`config.mk`:
```
export PLATFORM = sky130hd
export DESIGN_NAME = frame_rate_controller
export DESIGN_NICKNAME = d
export VERILOG_FILES = /design/src/rtl/frame_rate_pkg.sv /design/src/rtl/period_lut.sv /design/src/rtl/frame_rate_controller.sv
export SDC_FILE = /design/constraint.sdc
export NUM_CORES = 1
export LEC_CHECK = 0
export CAP_MARGIN = 20
export CORE_ASPECT_RATIO = 1.1
export CORE_MARGIN = 2
export CORE_UTILIZATION = 25
export DETAILED_ROUTE_END_ITERATION = 12
export SLEW_MARGIN = 20
export SYNTH_ARGS = -nofsm -noshare
export SYNTH_HDL_FRONTEND = slang
export SYNTH_HIERARCHICAL = 1
export SYNTH_SLANG_ARGS = --single-unit
export TNS_END_PERCENT = 100
```
`constraint.sdc`:
```
create_clock -name clk -period 6 [get_ports clk]
set_input_delay 1.5 -clock clk [delete_from_list [all_inputs] [get_ports clk]]
set_output_delay 1.5 -clock clk [all_outputs]
set_load 0.05 [all_outputs]
```
`src/rtl/frame_rate_pkg.sv`:
```
// frame_rate_pkg
// Shared definitions for the frame rate controller:
//   - frc_state_t       : controller FSM state encoding
//   - DEF_*             : default reload parameters (50 MHz system clock)
//   - PERIOD_*FPS       : reload values for common frame rates at 50 MHz
package frame_rate_pkg;

  typedef enum logic [1:0] {
    ST_IDLE   = 2'd0,
    ST_LOAD   = 2'd1,
    ST_RUN    = 2'd2,
    ST_PAUSED = 2'd3
  } frc_state_t;

  // Level-0 reload (15 fps), per-level decrement, and the ~60 fps floor.
  localparam logic [31:0] DEF_BASE_PERIOD = 32'd3333332;
  localparam logic [31:0] DEF_STEP        = 32'd208333;
  localparam logic [31:0] DEF_MIN_PERIOD  = 32'd833332;

  // Counter reload values at 50 MHz (counter counts reload..0, so N-1 style).
  localparam logic [31:0] PERIOD_10FPS = 32'd4999999;
  localparam logic [31:0] PERIOD_15FPS = 32'd3333332;
  localparam logic [31:0] PERIOD_60FPS = 32'd833332;

endpackage

```
`src/rtl/period_lut.sv`:
```
// period_lut
// Combinational level -> reload period mapping.
//   period = BASE_PERIOD - level*STEP, clamped to MIN_PERIOD.
// The clamp decision is made by comparing level*STEP against the headroom
// (BASE_PERIOD - MIN_PERIOD) before subtracting, so the result never wraps.
// Ports:
//   level  in  LEVEL_W  current game level
//   period out 32       clamped reload value
module period_lut
  import frame_rate_pkg::*;
#(
  parameter logic [31:0] BASE_PERIOD = DEF_BASE_PERIOD,
  parameter logic [31:0] STEP        = DEF_STEP,
  parameter logic [31:0] MIN_PERIOD  = DEF_MIN_PERIOD,
  parameter int          LEVEL_W     = 4
) (
  input  logic [LEVEL_W-1:0] level,
  output logic [31:0]        period
);

  logic [31:0] offset;
  logic [31:0] headroom;

  assign offset   = 32'(level) * STEP;
  assign headroom = BASE_PERIOD - MIN_PERIOD;

  always_comb begin
    period = BASE_PERIOD - offset;
    if (offset > headroom) begin
      period = MIN_PERIOD;
    end
  end

endmodule

```
`src/rtl/frame_rate_controller.sv`:
```
// frame_rate_controller
// Sequencer between the game FSM and the frame-tick delay counter. It
// programs the counter reload (fps_count) from the current level, gates the
// counter enable/reload, and turns each enable_frame tick into a frame
// request for the game FSM.
//
// Optional build macro: FRAME_SKIP_COUNT_EN adds skip_count, a saturating
// count of overrun events (cleared on start and reset).
//
// Ports:
//   clk          in   1        system clock
//   resetn       in   1        asynchronous active-low reset
//   start        in   1        pulse: begin game at level 0 (IDLE only)
//   pause        in   1        level: hold frame ticks while high
//   level_up     in   1        pulse: increment level (saturating)
//   game_over    in   1        pulse: return to IDLE (highest priority)
//   enable_frame in   1        one-cycle tick from the delay counter
//   frame_ack    in   1        game FSM has consumed the frame
//   fps_count    out  32       reload value to the delay counter
//   delay_enable out  1        delay counter enable
//   delay_resetn out  1        active-low delay counter reload
//   frame_req    out  1        frame pending for the game FSM
//   level        out  LEVEL_W  current level
//   overrun      out  1        sticky: tick arrived while frame_req pending
//   state_dbg    out  2        current FSM state (frc_state_t encoding)
//   skip_count   out  8        overrun event count (FRAME_SKIP_COUNT_EN only)
//
// Frame handshake: frame_req acts as valid and frame_ack as ready. A frame
// is consumed on a cycle where frame_req=1 and frame_ack=1; frame_req then
// drops the next cycle unless a new tick arrives on that same cycle, in which
// case it stays high for the new frame. A tick with a frame still pending and
// not being consumed is an overrun; frames never queue. frame_ack with
// frame_req=0 has no effect. The handshake is only serviced in RUN.
module frame_rate_controller
  import frame_rate_pkg::*;
#(
  parameter logic [31:0] BASE_PERIOD = DEF_BASE_PERIOD,
  parameter logic [31:0] STEP        = DEF_STEP,
  parameter logic [31:0] MIN_PERIOD  = DEF_MIN_PERIOD,
  parameter int          MAX_LEVEL   = 15,
  parameter int          LEVEL_W     = 4
) (
  input  logic               clk,
  input  logic               resetn,
  input  logic               start,
  input  logic               pause,
  input  logic               level_up,
  input  logic               game_over,
  input  logic               enable_frame,
  input  logic               frame_ack,
  output logic [31:0]        fps_count,
  output logic               delay_enable,
  output logic               delay_resetn,
  output logic               frame_req,
  output logic [LEVEL_W-1:0] level,
  output logic               overrun,
  output logic [1:0]         state_dbg
`ifdef FRAME_SKIP_COUNT_EN
  ,
  output logic [7:0]         skip_count
`endif
);

  localparam logic [LEVEL_W-1:0] LEVEL_MAX = LEVEL_W'(MAX_LEVEL);

  frc_state_t  state;
  logic [31:0] lut_period;
  logic        level_inc;

  assign state_dbg = state;

  // Level increments are accepted while the game is live (RUN or PAUSED).
  assign level_inc = level_up && !game_over && (level != LEVEL_MAX) &&
                     ((state == ST_RUN) || (state == ST_PAUSED));

  period_lut #(
    .BASE_PERIOD(BASE_PERIOD),
    .STEP       (STEP),
    .MIN_PERIOD (MIN_PERIOD),
    .LEVEL_W    (LEVEL_W)
  ) u_period_lut (
    .level (level),
    .period(lut_period)
  );

  always_ff @(posedge clk or negedge resetn) begin
    if (!resetn) begin
      state        <= ST_IDLE;
      level        <= '0;
      fps_count    <= BASE_PERIOD;
      delay_enable <= 1'b0;
      delay_resetn <= 1'b0;
      frame_req    <= 1'b0;
      overrun      <= 1'b0;
    end else begin
      // fps_count follows the registered level, giving a two-cycle latency
      // from level_up; the counter picks it up at its next reload.
      fps_count <= lut_period;

      if (level_inc) begin
        level <= level + 1'b1;
      end

      if (game_over) begin
        state        <= ST_IDLE;
        delay_enable <= 1'b0;
        delay_resetn <= 1'b0;
        frame_req    <= 1'b0;
      end else begin
        case (state)
          ST_IDLE: begin
            delay_enable <= 1'b0;
            delay_resetn <= 1'b0;
            frame_req    <= 1'b0;
            if (start) begin
              state     <= ST_LOAD;
              level     <= '0;
              overrun   <= 1'b0;
              // Level 0 period, present during LOAD so the counter loads it.
              fps_count <= BASE_PERIOD;
            end
          end

          ST_LOAD: begin
            state        <= ST_RUN;
            delay_enable <= 1'b1;
            delay_resetn <= 1'b1;
          end

          ST_RUN: begin
            if (enable_frame) begin
              if (frame_req && !frame_ack) begin
                overrun <= 1'b1;
              end
              frame_req <= 1'b1;
            end else if (frame_ack) begin
              frame_req <= 1'b0;
            end
            if (pause) begin
              state        <= ST_PAUSED;
              delay_enable <= 1'b0;
            end
          end

          ST_PAUSED: begin
            // Counter holds (reload released, enable low); ticks and acks
            // are not serviced here.
            if (!pause) begin
              state        <= ST_RUN;
              delay_enable <= 1'b1;
            end
          end

          default: begin
            state        <= ST_IDLE;
            delay_enable <= 1'b0;
            delay_resetn <= 1'b0;
            frame_req    <= 1'b0;
          end
        endcase
      end
    end
  end

`ifdef FRAME_SKIP_COUNT_EN
  logic overrun_event;

  assign overrun_event = (state == ST_RUN) && !game_over && enable_frame &&
                         frame_req && !frame_ack;

  always_ff @(posedge clk or negedge resetn) begin
    if (!resetn) begin
      skip_count <= 8'd0;
    end else if ((state == ST_IDLE) && start && !game_over) begin
      skip_count <= 8'd0;
    end else if (overrun_event && (skip_count != 8'hFF)) begin
      skip_count <= skip_count + 8'd1;
    end
  end
`endif

endmodule

```
After elaboration in Yosys (flattened, before gate mapping)
Cells that the tools add are included.
{ "classes": {"addsub": 2, "mul": 1, "magnitude_cmp": 1, "eq_ne": 11, "n_mux": 27, "bitwise": 1, "n_reduce_logical": 15} }
{ "op_table": {"columns": ["cell", "n"], "rows": [
  ["2-to-1 mux 32 bit", 4],
  ["subtractor 22 x 22 -> 23 bit, first input constant", 1],
  ["greater-than comparator 22 bit, second input constant", 1],
  ["multiplier 4 x 18 -> 22 bit, second input constant", 1],
  ["2-to-1 mux 4 bit", 4],
  ["2-to-1 mux 1 bit", 10],
  ["!= test 3 bit, second input constant", 3],
  ["2-to-1 mux 2 bit", 4],
  ["!= test 4 bit, second input constant", 2],
  ["one-hot mux 2 bit (4 select lines)", 1],
  ["one-hot mux 1 bit (2 select lines)", 3],
  ["nonzero test 3 bit", 2],
  ["AND reduction 5 bit", 1],
  ["adder 4 x 1 -> 4 bit, second input constant", 1],
  ["equality test 2 bit, second input constant", 2],
  ["logical AND 1 bit", 4],
  ["!= test 2 bit, second input constant", 2],
  ["one-hot mux 1 bit (4 select lines)", 1],
  ["AND reduction 2 bit", 2],
  ["AND reduction 3 bit", 1],
  ["equality test 2 x 1 -> 1 bit, second input constant", 1],
  ["logical NOT 1 bit", 2],
  ["logical NOT 2 bit", 1],
  ["!= test 2 x 1 -> 1 bit, second input constant", 1],
  ["other kinds (3)", 3]
]} }
{ "totals": {"register_bits": 42, "inputBits": 8, "output_inout_bits": 42, "word_cells": 65} }

Depth between registers and ports, before layout
Gate-level depths: netlist (run 1).
{ "depth": {"ltp_word": 8, "depth_mapped": 16, "mapped_depth_nobuf": 14} }

Cells and area by module
Netlist (run 1), hierarchy kept.
{ "modules_own_cells": {"columns": ["mod", "instances", "cells_each", "area_per_inst_um2", "seq_area_each_um2"], "rows": [
  ["period_lut", 1, 275, 2124.5, 0.0],
  ["frame_rate_controller", 1, 118, 1591.5, 1066.0]
]} }

Least setup slack after synthesis (run 1)
OpenSTA, ideal clock, no wires.
{ "synth_path": {"kind": "flip-flop to flip-flop", "startpoint": "register level[1]", "endpoint": "register fps_count[4]", "setup_ps": 81, "arrival_time_ps": 4185, "required_time_ps": 5919, "setup_slack_ps": 1734, "path_stages_with_launch": 15, "path_buffers": 1, "synth_period_minus_slack_ps": 4266, "path_cell_list": "dfrtp_1 -> ha_1 -> ha_1 -> ha_1 -> fa_1 -> or4b_2 -> o21ai_0 -> nand3_1 -> a31oi_1 -> o211ai_2 -> a2111oi_4 -> o41a_4 -> buf_8 -> nand3_2 -> or2b_1"} }
{ "synth_via": {"elab_chain_len": 6, "word_cells_on_any_way": 7, "cone_classes": "1 x add/sub; 1 x mul; 1 x order compare; 4 x mux"} }
{ "synth_lines": {"columns": ["item", "line", "text"], "rows": [
  ["start, declared", "frame_rate_controller.sv:55", "output logic [LEVEL_W-1:0] level,"],
  ["start signal, assigned", "frame_rate_controller.sv:101", "level <= level + 1'b1;"],
  ["multiplier 4 x 18 -> 22 bit (*)", "period_lut.sv:24", "assign offset = 32'(level) * STEP;"],
  ["subtractor 22 x 22 -> 23 bit / greater-than comparator 22 bit (equally long branches)", "period_lut.sv:28, period_lut.sv:29", null],
  ["2-to-1 mux 32 bit (*)", "period_lut.sv:29", "if (offset > headroom) begin"],
  ["named net lut_period[4]", "frame_rate_controller.sv:67", "logic [31:0] lut_period;"],
  ["2-to-1 mux 32 bit", "frame_rate_controller.sv:115", "if (start) begin"],
  ["2-to-1 mux 32 bit", "frame_rate_controller.sv:110", "case (state)"],
  ["2-to-1 mux 32 bit (*)", "frame_rate_controller.sv:104", "if (game_over) begin"],
  ["end signal, assigned", "frame_rate_controller.sv:98", "fps_count <= lut_period;"],
  ["end, declared", "frame_rate_controller.sv:51", "output logic [31:0] fps_count,"]
]} }
The timed path passes the listed nets; every way through them passes the cells marked *.
A chain may end at the register's enable or synchronous reset.

Worst setup path in the final report (run 1)
{ "layout_path": {"startpoint": "register level[1]", "endpoint": "register fps_count[6]"} }
The elaborated chain is that of the path after synthesis.

==> run_results.csv, run 1 <==
group,metric,value,unit
worst_setup_path,worstSetupStartpointType,"flop",
grt,grt_pass1_vias,2835,
floorplanning,fp.dieW,120.2,um
floorplanning,start_util,25.62,%
sta,relSlewSlack,40.03,%
place,dp_hpwl,6.537,mm
clock_network,holdBufCountCts,0,
sta,hold_viol,0,
sta,maxSlewViolCount,0,
synthesis,synthArstFlopShare,100.0,%
clock_network,cts_root_buffer,"clkbuf_16",
detailed_routing,via_count,2914,
floorplanning,ios,50,
detailed_routing,first_pass_iters,4,
synthesis,ys_warn_count,6,
worst_setup_path,worstSetupEndpointType,"flop",
worst_setup_path,r2r_cells,13,
place,io_buffers,49,
clock_network,cts_sinks,42,
grt,grt_pass1_wl,14.19,mm
sta,tns,0,ns
synthesis,synth_top_area_cell,"dfrtp_1",
layout,final_util,30.75,%
outcome,outcome,"complete, no violations",
layout,fillers,1510,
layout,final_cells,627,
clock_network,htreeDepth,2,
worst_setup_path,r2r_end,"fps_count[6]",
power,pwr_density_cell,233.9,nW/um2
worst_setup_path,path_class,"reg -> reg",
place,dp.cells,619,
synthesis,ys_seq_elements,42,
synthesis,synth_common_cells,"ha_1 (34), dfrtp_1 (30), nand2_1 (30)",
synthesis,synth_top_area_share,20.20,%
worst_setup_path,cp.required,6.21,ns
detailed_routing,vias_per_cell,4.648,
grt,grt_max_degree,43,
sta,period_share,74.22,%
power,finalPower,0.001043,W
synthesis,synth.avg_cell_area,9.456,um2
place,gp_congestion,0.8659,
worst_setup_path,cp-endpoint,"fps_count[6]",
power,p_leak,2.011,nW
floorplanning,coreArea,14500,um2
job,drv_cap,0,
worst_setup_path,cp.arrival,4.66,ns
detailed_routing,maxUsedRoutingLayer,"met4",
grt,overflow,0,
synthesis,synthFlopType,"dfrtp_1",
detailed_routing,wirelength,8.266,mm
synthesis,synth-edff-count,0,
worst_setup_path,crit_path_start,"level[1]",
worst_setup_path,reg2reg_setup_slack,1.55,ns
power,peakVddDrop,0.1004,mV
floorplanning,fp.dieH,131.9,um
clock_network,cts_tree,"done",
layout,final_nets,481,
detailed_routing,met3WireLength,355,um
layout,antenna_cells,0,
detailed_routing,drtAntennaViolNets,0,
detailed_routing,post-route-drc-count,0,
clock_network,clk_pin_slew,0.06,ns
sta,rsz0062_at_grt,"false",
worst_setup_path,r2r_start,"level[1]",
sta,fin_crit,4.453,ns
synthesis,syn_area,3716,um2
synthesis,yosys.cell_types.count,77,
sta,skew,0.003743,ns
floorplanning,dieArea,15860,um2
sta,worst-slew-pin-transition,0.8995,ns
grt,grt_usage,10.82,%
place,postPlaceCellArea,4297,um2
grt,grt_antenna_before_repair,0,
synthesis,ys_top_cells_by_area,"dfrtp_1 (20%), ha_1 (11%), dfstp_2 (8.5%)",
layout,syn2layout_area_growth,20.00,%
sta,setup_viol,0,
detailed_routing,wl_met2,3.905,mm
synthesis,syn_inst,393,
synthesis,synth-seq-area-share,28.69,%
worst_setup_path,cp_max_fo,19,
detailed_routing,drt_iter0_markers,192,
layout,layout-drive-gt1-share,12.64,%
clock_network,insertion_delay,0.28,ns
clock_network,cts_setup_buffers,0,
clock_network,cts-buffers-inserted,5,
clock_network,cts_buffer_depth,2,
detailed_routing,wl_per_cell,13.18,um
detailed_routing,drt-met1-wl,3.858,mm
layout,final_area,4459,um2
clock_network,cts_resized,0,
sta,fmax,224.6,MHz
hold_path,min-delay-path-class,"reg -> reg",
floorplanning,core.rowCount,46,
synthesis,synth.most_common_cell,"ha_1",
[cell type report]
type                       count  area (um2)  area share [%]
multi-input combinational    323        2456           55.08
sequential                    42        1066           23.91
timing repair buffer          49       485.5           10.89
tap                          192       240.2           5.387
clock buffer                   7       132.6           2.974
inverter                      13       48.80           1.094
clock inverter                 1       30.03          0.6734
[critical path, stage by stage (launching register included)]
cell and delay (ns):
dfrtp_1 0.52, ha_1 0.43, ha_1 0.31, ha_1 0.24
fa_1 0.41, a21o_1 0.23, a221oi_2 0.33, a2bb2oi_2 0.37
nand2_1 0.10, a21oi_1 0.27, xor2_1 0.18, o41a_4 0.59
and2_1 0.17, or2b_1 0.21
[cell families after synthesis]
| kind of cell | after synthesis | synth area share [%] |
|---|---|---|
| AO/OA/AOI/OAI | 92 | 18.38 |
| AND/OR/NAND/NOR | 150 | 24.88 |
| multiplexers | 4 | 1.077 |
| flip-flops | 42 | 28.69 |
| XOR/XNOR | 28 | 6.599 |
| adder cells (fa/ha/maj) | 39 | 14.14 |
| buffers and inverters | 37 | 6.128 |
| other | 1 | 0.1009 |
[layer usage]
metal	vias up	track usage [%]
met2	57	18.21
met4	0	3.876
met3	10	1.903
li1	1470	-
met5	-	0
met1	1377	13.85
[layout by cell type, fill, tap and decap left out, drive strengths merged, types with 13 or more instances in the layout]
cell type,instances
clkdlybuf4s50,48
ha,34
nand2,30
dfrtp,30
and2,29
a21oi,20
o21ai,18
xnor2,16
nand2b,15
inv,13
[registers in the layout (all words and copies together), names as in the netlist]
name / count
state_dbg: 2
delay_enable: 1
delay_resetn: 1
frame_req: 1
level: 4
fps_count: 32
overrun: 1
[power by group]
group / switching (W) / internal [W] / total [W]
Sequential: 0.0000188 / 0.000326 / 0.000344
Clock: 0.000101 / 0.000197 / 0.000298
Combinational: 0.000249 / 0.000152 / 0.000401
[per-stage QoR]
stage,hold WS (ns),setup slack (ns)
4_1_cts,0.5554,1.548
3_3_place_gp,0.5286,1.531
6_report,0.5450,1.547
3_5_place_dp,0.5437,1.576
2_1_floorplan,0.7833,1.734
5_1_grt,0.5892,1.151
[worst min path at each step]
stage,from,to,slack (ns),cells after the start
CTS,delay_enable,delay_enable,0.56,2
global placement,delay_enable,delay_enable,0.53,2
detailed placement,frame_req,frame_req,0.54,2
floorplan,frame_req,frame_req,0.78,2
finish,frame_req,frame_req,0.54,2
global route,frame_req,frame_req,0.59,2
Note: power is estimated with default switching activity, not from simulation.
==> inputs of run 2 (changes only) <==
==> constraint.sdc (replaced) <==
create_clock -name clk -period 4.14 [get_ports clk]
set_input_delay 1.035 -clock clk [delete_from_list [all_inputs] [get_ports clk]]
set_output_delay 1.035 -clock clk [all_outputs]
set_load 0.05 [all_outputs]
==> run 2 against run 1 <==
Combinational power increased by 63%. Register-to-register slack got worse by 1.5 ns. Clock power increased by 46%. Total power increased by 52%. Utilization increased by 3.5 points. Wire length increased by 17%. Largest power group unchanged.
==> run_results.csv, run 2 (synthesis gave the netlist of run 1 again) <==
group,metric,value,unit
floorplanning,coreArea,14500,um2
sta,holdWs,0.5513,ns
worst_setup_path,worstSetupEndpointType,"flop",
sta,skew,0.007656,ns
layout,final_common_cell,"clkdlybuf4s50_1",
clock_network,cts_sinks,42,
grt,overflow,0,
grt,grt_pass1_wl,14.48,mm
detailed_routing,via_count,3245,
clock_network,htreeDepth,2,
outcome,outcome,"complete, no violations",
detailed_routing,drt_iter0_markers,192,
job,drv_cap,0,
detailed_routing,drtAntennaViolNets,0,
detailed_routing,first_pass_iters,5,
hold_path,min-delay-path-class,"reg -> reg",
grt,grt_max_degree,43,
layout,largest_register,"fps_count",
worst_setup_path,worstSetupStartpointType,"flop",
clock_network,cts_tree,"done",
sta,hold_viol,0,
layout,syn2layout_area_growth,33.70,%
layout,final_nets,521,
layout,final_cell_mix,"clkdlybuf4s50_1 (48), buf_4 (37), nand2_1 (29), dfrtp_1 (26), ha_1 (25)",
detailed_routing,post-route-drc-count,0,
place,dp_hpwl,6.883,mm
worst_setup_path,cp_max_fo,8,
sta,period_share,98.08,%
grt,grt_antenna_before_repair,0,
detailed_routing,wl_per_cell,14.45,um
place,dp.cells,646,
layout,largest_reg_flops,32,
layout,layout-drive-gt1-share,26.74,%
floorplanning,core.rowCount,46,
floorplanning,ios,50,
layout,final_cells,667,
layout,final_util,34.26,%
sta,relSlewSlack,39.75,%
clock_network,cts_root_buffer,"clkbuf_16",
power,finalPower,0.001582,W
place,io_buffers,49,
worst_setup_path,path_class,"reg -> reg",
sta,setup_viol,0,
place,gp_congestion,0.8527,
worst_setup_path,cp.arrival,4.27,ns
sta,maxSlewViolCount,0,
floorplanning,fp.dieH,131.9,um
detailed_routing,wirelength,9.638,mm
grt,grt_usage,11.10,%
power,p_leak,2.227,nW
grt,grt_pass1_vias,2977,
sta,worst-slew-pin-transition,0.9038,ns
power,pwr_density_cell,318.5,nW/um2
detailed_routing,vias_per_cell,4.865,
place,dp_worst_setup_slack,0.01058,ns
sta,fin_crit,4.060,ns
clock_network,cts_buffer_depth,2,
power,peakVddDrop,0.1461,mV
worst_setup_path,cp.required,4.35,ns
floorplanning,start_util,25.62,%
layout,fillers,1486,
sta,fin_ws,0.07958,ns
layout,antenna_cells,0,
clock_network,insertion_delay,0.28,ns
clock_network,clk_pin_slew,0.06,ns
clock_network,holdBufCountCts,0,
clock_network,cts-buffers-inserted,5,
floorplanning,dieArea,15860,um2
floorplanning,fp.dieW,120.2,um
sta,fmax,246.3,MHz
## run 2: path summary, 6_finish.rpt
| kind | startpoint | end | slack, ns | cells past startpoint |
|---|---|---|---|---|
| setup reg to reg | level[3] | fps_count[6] | 0.08 | 15 |
| setup / recovery | level[3] | fps_count[6] | 0.08 | 15 |
| hold / removal | delay_enable | delay_enable | 0.55 | 2 |
| min in group asynchronous | resetn | fps_count[5] | 0.88 | 1 |
| hold reg to reg | delay_enable | delay_enable | 0.55 | 2 |
| max in group asynchronous | resetn | level[0] | 2.64 | 1 |
## run 2: what timing repair did
item / CTS / global route
endpoints found under the setup margin: 1 / 22
setup buffers: 1 / 9
resized for setup: 0 / 34
gates cloned: 0 / 3
pin swaps: 1 / 9
## run 2: report_power, final
group / switching [W] / internal, W
sequential: 0.0000225 / 0.000472
combinational: 0.000390 / 0.000262
clock: 0.000153 / 0.000282
total: 0.000566 / 0.00102
## run 2: critical path, cell delays in order (launching register included)
cell and delay (ns):
dfrtp_2 0.47, buf_4 0.16, fa_1 0.48, ha_1 0.30, ha_1 0.31, buf_4 0.18, and4_1 0.20, nand3_1 0.09
o22ai_2 0.29, nor3_1 0.14, nor2_2 0.22, a2111oi_4 0.07, buf_4 0.18, o41a_4 0.53, and2_1 0.15, or2b_1 0.21
## run 2: through the flow
stage          TNS [ns]  instance area (um2)
6_report              0                 4969
3_3_place_gp          0                 4503
3_5_place_dp          0                 4503
4_1_cts               0                 4676
5_1_grt        -0.01948                 4969
2_1_floorplan         0                 3754
## run 2: per-layer routing
metal	share of wire (%)	routed length [um]	track usage [%]
met5	0	0	0
met4	2.8	273	4.780
met3	4.6	442	2.249
met2	48	4601	17.52
met1	45	4321	14.67
## run 2: final cells by class
type                            count  area, um2  area share, %
Sequential cell                    42       1071          21.56
Timing Repair Buffer               86      763.2          15.36
Clock buffer                        5      125.1          2.518
Clock inverter                      3      40.04         0.8058
Inverter                           13      48.80         0.9821
Tap cell                          192      240.2          4.835
Multi-Input combinational cell    326       2680          53.94
